==> src/rtl/coo_pkg.sv <==
// Shared types for the streaming COO sparse multiplier: entry record, FSM states
// and the accumulator width rule.
package coo_pkg;
  localparam int COO_DATA_W = 16;
  localparam int COO_IDX_W  = 4;

  typedef struct packed {
    logic [COO_IDX_W-1:0]         row;
    logic [COO_IDX_W-1:0]         col;
    logic signed [COO_DATA_W-1:0] val;
  } coo_entry_t;

  typedef enum logic [2:0] {
    IDLE,
    LOAD_A,
    LOAD_B,
    COMPUTE,
    EMIT
  } coo_state_t;

  // Full product plus enough headroom to sum INNER products, plus sign.
  function automatic int acc_width(input int data_w, input int inner);
    return 2 * data_w + $clog2(inner) + 1;
  endfunction
endpackage

==> src/rtl/coo_entry_buf.sv <==
// Operand entry store: append-only register file whose write pointer is the
// entry count, with a sticky overflow flag and combinational indexed read.
module coo_entry_buf #(
  parameter int DEPTH = 16,
  parameter int W     = 24,
  localparam int CW   = $clog2(DEPTH + 1),
  localparam int IW   = (DEPTH > 1) ? $clog2(DEPTH) : 1
) (
  input  logic          clk,
  input  logic          rst_n,
  input  logic          clear,
  input  logic          wr_en,
  input  logic [W-1:0]  wr_data,
  input  logic [IW-1:0] rd_idx,
  output logic [W-1:0]  rd_data,
  output logic [CW-1:0] count,
  output logic          overflow
);
  logic [W-1:0] mem [DEPTH];

  // Writes past capacity are discarded but remembered in the overflow flag.
  always_ff @(posedge clk) begin
    if (!rst_n) begin
      count    <= '0;
      overflow <= 1'b0;
    end else if (clear) begin
      count    <= '0;
      overflow <= 1'b0;
    end else if (wr_en) begin
      if (count < CW'(DEPTH)) begin
        mem[count[IW-1:0]] <= wr_data;
        count              <= count + CW'(1);
      end else begin
        overflow <= 1'b1;
      end
    end
  end

  assign rd_data = mem[rd_idx];
endmodule

==> src/rtl/coo_spmm_stream.sv <==
// Streaming COO sparse matrix multiplier: loads A then B, sweeps every (A,B)
// entry pair once into a dense accumulator grid, then emits C row-major.
module coo_spmm_stream
  import coo_pkg::*;
#(
  parameter int DATA_W  = COO_DATA_W,
  parameter int IDX_W   = COO_IDX_W,
  parameter int ROWS    = 4,
  parameter int INNER   = 4,
  parameter int COLS    = 4,
  parameter int NNZ_MAX = 16,
  parameter int ACC_W   = acc_width(DATA_W, INNER)
) (
  input  logic                    clk,
  input  logic                    rst_n,
  input  logic                    start,
  input  logic                    sparse_out,
  input  logic                    in_valid,
  output logic                    in_ready,
  input  logic [IDX_W-1:0]        in_row,
  input  logic [IDX_W-1:0]        in_col,
  input  logic signed [DATA_W-1:0] in_val,
  input  logic                    in_last,
  output logic                    out_valid,
  input  logic                    out_ready,
  output logic [IDX_W-1:0]        out_row,
  output logic [IDX_W-1:0]        out_col,
  output logic signed [ACC_W-1:0] out_val,
  output logic                    out_last,
  output logic                    busy,
  output logic                    done,
  output logic                    err
);
  localparam int CW    = $clog2(NNZ_MAX + 1);
  localparam int PW    = (NNZ_MAX > 1) ? $clog2(NNZ_MAX) : 1;
  localparam int CELLS = ROWS * COLS;
  localparam int CPW   = $clog2(CELLS + 1);
  localparam int RW    = (ROWS > 1) ? $clog2(ROWS) : 1;
  localparam int CLW   = (COLS > 1) ? $clog2(COLS) : 1;

  coo_state_t state, next_state;
  coo_entry_t in_ent, a_ent, b_ent;
  logic [CW-1:0] n_a, n_b;
  logic [PW-1:0] i_ptr, j_ptr;
  logic [CPW-1:0] pos, nxt_pos;
  logic [IDX_W-1:0] nxt_row, nxt_col;
  logic signed [ACC_W-1:0] nxt_val;
  logic signed [ACC_W-1:0] acc [ROWS][COLS];
  logic signed [2*DATA_W-1:0] prod;
  logic sparse_q, err_q, ovf_a, ovf_b;
  logic take, a_ok, b_ok, clear_bufs, empty, last_pair, hit;
  logic nxt_found, after_found, emit_done;

  assign in_ready   = (state == LOAD_A) || (state == LOAD_B);
  assign busy       = (state != IDLE);
  assign err        = err_q | ovf_a | ovf_b;
  assign take       = in_valid && in_ready;
  assign in_ent     = '{row: in_row, col: in_col, val: in_val};
  assign a_ok       = ({1'b0, in_row} < (IDX_W+1)'(ROWS))  && ({1'b0, in_col} < (IDX_W+1)'(INNER));
  assign b_ok       = ({1'b0, in_row} < (IDX_W+1)'(INNER)) && ({1'b0, in_col} < (IDX_W+1)'(COLS));
  assign clear_bufs = (state == IDLE) && start;

  coo_entry_buf #(.DEPTH(NNZ_MAX), .W($bits(coo_entry_t))) u_buf_a (
    .clk(clk), .rst_n(rst_n), .clear(clear_bufs),
    .wr_en(take && (state == LOAD_A) && a_ok), .wr_data(in_ent),
    .rd_idx(i_ptr), .rd_data(a_ent), .count(n_a), .overflow(ovf_a)
  );

  coo_entry_buf #(.DEPTH(NNZ_MAX), .W($bits(coo_entry_t))) u_buf_b (
    .clk(clk), .rst_n(rst_n), .clear(clear_bufs),
    .wr_en(take && (state == LOAD_B) && b_ok), .wr_data(in_ent),
    .rd_idx(j_ptr), .rd_data(b_ent), .count(n_b), .overflow(ovf_b)
  );

  // An empty operand still costs one COMPUTE cycle so the sweep timing is uniform.
  assign empty     = (n_a == '0) || (n_b == '0);
  assign last_pair = empty || ((CW'(i_ptr) == n_a - CW'(1)) && (CW'(j_ptr) == n_b - CW'(1)));
  assign hit       = !empty && (a_ent.col == b_ent.row);
  assign prod      = a_ent.val * b_ent.val;

  // Next emitted cell at or after pos, and whether another one follows it.
  always_comb begin
    nxt_found   = 1'b0;
    after_found = 1'b0;
    nxt_pos     = '0;
    nxt_row     = '0;
    nxt_col     = '0;
    nxt_val     = '0;
    for (int r = 0; r < ROWS; r++) begin
      for (int c = 0; c < COLS; c++) begin
        if ((CPW'(r * COLS + c) >= pos) && (!sparse_q || (acc[r][c] != '0))) begin
          if (!nxt_found) begin
            nxt_found = 1'b1;
            nxt_pos   = CPW'(r * COLS + c);
            nxt_row   = IDX_W'(r);
            nxt_col   = IDX_W'(c);
            nxt_val   = acc[r][c];
          end else begin
            after_found = 1'b1;
          end
        end
      end
    end
  end

  assign emit_done = (out_valid && out_ready && out_last) || (!out_valid && !nxt_found);

  always_ff @(posedge clk) begin
    if (!rst_n) state <= IDLE;
    else        state <= next_state;
  end

  always_comb begin
    next_state = state;
    case (state)
      IDLE:    if (start) next_state = LOAD_A;
      LOAD_A:  if (take && in_last) next_state = LOAD_B;
      LOAD_B:  if (take && in_last) next_state = COMPUTE;
      COMPUTE: if (last_pair) next_state = EMIT;
      EMIT:    if (emit_done) next_state = IDLE;
      default: next_state = IDLE;
    endcase
  end

  always_ff @(posedge clk) begin
    if (!rst_n) begin
      sparse_q  <= 1'b0;
      err_q     <= 1'b0;
      i_ptr     <= '0;
      j_ptr     <= '0;
      pos       <= '0;
      out_valid <= 1'b0;
      out_last  <= 1'b0;
      out_row   <= '0;
      out_col   <= '0;
      out_val   <= '0;
      done      <= 1'b0;
      for (int r = 0; r < ROWS; r++)
        for (int c = 0; c < COLS; c++)
          acc[r][c] <= '0;
    end else begin
      done <= (state != IDLE) && (next_state == IDLE);
      case (state)
        IDLE: begin
          if (start) begin
            sparse_q <= sparse_out;
            err_q    <= 1'b0;
            i_ptr    <= '0;
            j_ptr    <= '0;
            pos      <= '0;
            for (int r = 0; r < ROWS; r++)
              for (int c = 0; c < COLS; c++)
                acc[r][c] <= '0;
          end
        end
        LOAD_A: if (take && !a_ok) err_q <= 1'b1;
        LOAD_B: if (take && !b_ok) err_q <= 1'b1;
        COMPUTE: begin
          if (hit)
            acc[a_ent.row[RW-1:0]][b_ent.col[CLW-1:0]] <=
              acc[a_ent.row[RW-1:0]][b_ent.col[CLW-1:0]] + ACC_W'(prod);
          if (empty || (CW'(j_ptr) == n_b - CW'(1))) begin
            j_ptr <= '0;
            i_ptr <= i_ptr + PW'(1);
          end else begin
            j_ptr <= j_ptr + PW'(1);
          end
        end
        EMIT: begin
          // Payload only reloads when the current beat is absent or accepted.
          if (out_valid && out_ready && out_last) begin
            out_valid <= 1'b0;
            out_last  <= 1'b0;
          end else if (!out_valid || out_ready) begin
            out_valid <= nxt_found;
            if (nxt_found) begin
              out_row  <= nxt_row;
              out_col  <= nxt_col;
              out_val  <= nxt_val;
              out_last <= !after_found;
              pos      <= nxt_pos + CPW'(1);
            end
          end
        end
        default: ;
      endcase
    end
  end
endmodule

==> config.mk <==
export PLATFORM = sky130hd
export DESIGN_NAME = coo_spmm_stream
export DESIGN_NICKNAME = d
export VERILOG_FILES = /design/src/rtl/coo_pkg.sv /design/src/rtl/coo_entry_buf.sv /design/src/rtl/coo_spmm_stream.sv
export SDC_FILE = /design/constraint.sdc
export NUM_CORES = 2
export LEC_CHECK = 0
export ABC_AREA = 1
export CORE_UTILIZATION = 34
export DETAILED_ROUTE_END_ITERATION = 12
export DONT_BUFFER_PORTS = 1
export GPL_TIMING_DRIVEN = 1
export SETUP_SLACK_MARGIN = 0.4
export SYNTH_ARGS = -nofsm -noshare
export SYNTH_HDL_FRONTEND = slang
export SYNTH_SLANG_ARGS = --single-unit
==> constraint.sdc <==
create_clock -name clk -period 10.61 [get_ports clk]
set_input_delay 2.122 -clock clk [delete_from_list [all_inputs] [get_ports clk]]
set_output_delay 2.122 -clock clk [all_outputs]
set_load 0.05 [all_outputs]
==> metrics <==
status=completed; clock root buffer=clkbuf_16; post-route ant nets=0; First DRT Iteration DRCs=approximately 7400; first-pass GRT wire length=377000 microns; Post-synth ARST share=0%; Worst Hold Slack=around 480 ps; Final GP Congestion=slightly below 1; share of layout cells above drive strength 1=approximately 6%; vias in the first global route=56000; fin crit share=91.7%; register share of total power=39.7%; Post-synth EDFFs=approximately 1300; CP dominant cell by count=fa_1; post-synthesis register bit count=1344; Top FF cell, synth=edfxtp_1; wl on met1=101000 microns; RSZ-0062 raised after global routing=false; worst slew pin tran=1260 ps; setup_tns=0 ps; Critical Path Start Type=flop; Register Area=around 40000 sq um; critical path peak fanout=95; Critical Path RT=approximately 11000 ps; Arr. time, crit path=10250 ps; register area share after synthesis=52.3%; critical path's largest stage delay=around 1000 ps; CP max-delay cell=dfxtp_4; dominant cells by area after synthesis=edfxtp_1 50%, fa_1 8.2%, nand2_1 7.6%; standard-cell rows=172; Critical Path End Type=flop; WL met2=118000 microns; mapped cell area=approximately 76000 sq um; Core Region=about 220000 sq um; largest net degree at the start of global routing=138; hold bufs inserted after CTS=0; Die Area=about 220000 sq um; Tmin final=9720 ps; clock buffer depth=3; commonest non-fill, non-tap cells in the layout=1525 x nand2_1, 1264 x edfxtp_1, 1187 x inv_1; residual DRC count=0; synth warn=0; Yosys top cell area share=around 50%; grt ovf=0; Yosys top cell by area=edfxtp_1; fin. max-slew vios=0; final net count=8301; die width=between 400 and 500 microns; crit path kind=flop to flop; Clock Latency Late Sink=830 ps; vias per cell=5.32; clk sink count=1344; placed cells=between 10000 and 15000; Hold Vio Cnt, Final=0; H-tree Lvls=4; Layout Cells excl Fill=10900; post-synthesis instance total=7970; post-cts sizing count=0; DP Wirelength=177000 microns; IO Port Bufs=0; switching portion of total power=a little over a third; Slew headroom=15.8%; Fin Clk Skew=about 42 ps; Top Metal Used=met5; max cap viols=0; I/O Pins=80; All-Layer GR Usage=22.7%; WL/cell=between 20 and 25 microns; synth-to-layout area growth=10.6%; initial antenna violation count=7; fin util=between 30% and 40%; Max VDD drop=about 0.00052 V; Post-Route WL=257000 microns; Leakage=0.0338 uW; most common cell after layout, fill and taps aside=nand2_1; final setup vio count=0; internal power=9840 uW; TritonCTS clock tree=yes; setup bufs post-CTS=0; vias post-DR=58100; average cell area after synthesis=9.48 sq um; Yosys cell types=59; Initial Util=34.3%; metal3 WL=23500 microns; combinational fraction of design power=27.7%; Multi-input gate area=29800 sq um; chip height=473 microns; Switching Power=5580 uW; clock power share=roughly a third; Max Fclk=103 MHz; TritonCTS Buffers=149; min-delay src=err_q; pwr dens=185 nW/um^2; Hold WC Path Type=flop to flop; Initial DRT Pass Iterations=7; fill count=21900; clock slew at reported path FFs=60 ps
[layer usage]
layer / vias up / global-route usage [%]
met2: 3102 / 36.2
met3: 571 / 3.95
met4: 6 / 11.8
met5: - / 0
met1: 28200 / 29.4
li1: 26200 / -
[final timing paths]
kind                  to  slack (ps)  cells past startpoint
min reg2reg        err_q         480                      2
max          acc[0][103]         890                     31
max reg2reg  acc[0][103]         890                     31
min                err_q         480                      2
[registers in the layout, indices dropped and copies added (netlist names), 2 cells and up, named ones only]
register,cells
i_ptr,4
u_buf_b.count,5
acc,560
out_row,2
u_buf_a.mem,352
j_ptr,4
u_buf_a.count,5
pos,5
state,3
out_val,35
out_col,2
u_buf_b.mem,352
[Yosys cell counts (all sizes together), types with 64 or more instances]
master  number
edfxtp    1264
buf        188
clkbuf     260
a21oi      351
mux2i      168
o211ai     180
nand4       70
nand3      229
o22ai      225
nand2     1538
nor2       993
ha         116
o21ai      514
fa         310
dfxtp       80
nor4        64
inv       1202
[stage by stage]
| step | total power, uW | area (sq um) | setup slack (ps) |
|---|---|---|---|
| floorplan | 8490 | 75600 | 2370 |
| global placement | 10300 | 78900 | 1380 |
| detailed placement | 10400 | 78900 | 1240 |
| CTS | 15400 | 83600 | 1180 |
| global route | 15900 | 83600 | 484 |
| finish | 15400 | 83600 | 885 |
[critical path, delay by kind of cell (launching register included)]
kind                       cells  cell delay (ps)
AOI/OAI and AO/OA              8             2110
xor gates and xnor gates       1              160
adders and majority gates      6             2660
buffers and inverters          8             1840
DFF                            1             1030
and+or+nand+nor                8             1470
[logic make-up after synthesis]
group                      Yosys count  synth area share [%]
and+or+nand+nor                   2959                  15.8
buffers and inverters             1664                  8.57
AOI/OAI and AO/OA                 1354                  10.3
DFF                               1344                  52.3
adders and majority gates          426                  10.1
muxes                              168                  2.22
xor gates and xnor gates            54                 0.646
other                                1               0.00496
[cell type report]
type	count	area share [%]
Multi-Input combinational cell	4965	35.6
Antenna cell	3	0.00898
Clock buffer	187	4.68
Inverter	1216	5.47
Tap cell	2958	4.43
Clock inverter	78	0.852
Sequential cell	1344	47.4
Timing Repair Buffer	168	1.60
[power by group through the flow]
stage          Combinational (uW)  Sequential (uW)  Clock (uW)
6_report                     4270             6110        5040
5_1_grt                      4520             6120        5280
3_3_place_gp                 4110             6220           0
4_1_cts                      4160             6110        5100
3_5_place_dp                 4150             6220           0
2_1_floorplan                2340             6150           0
(Power assumes the default switching activity.)
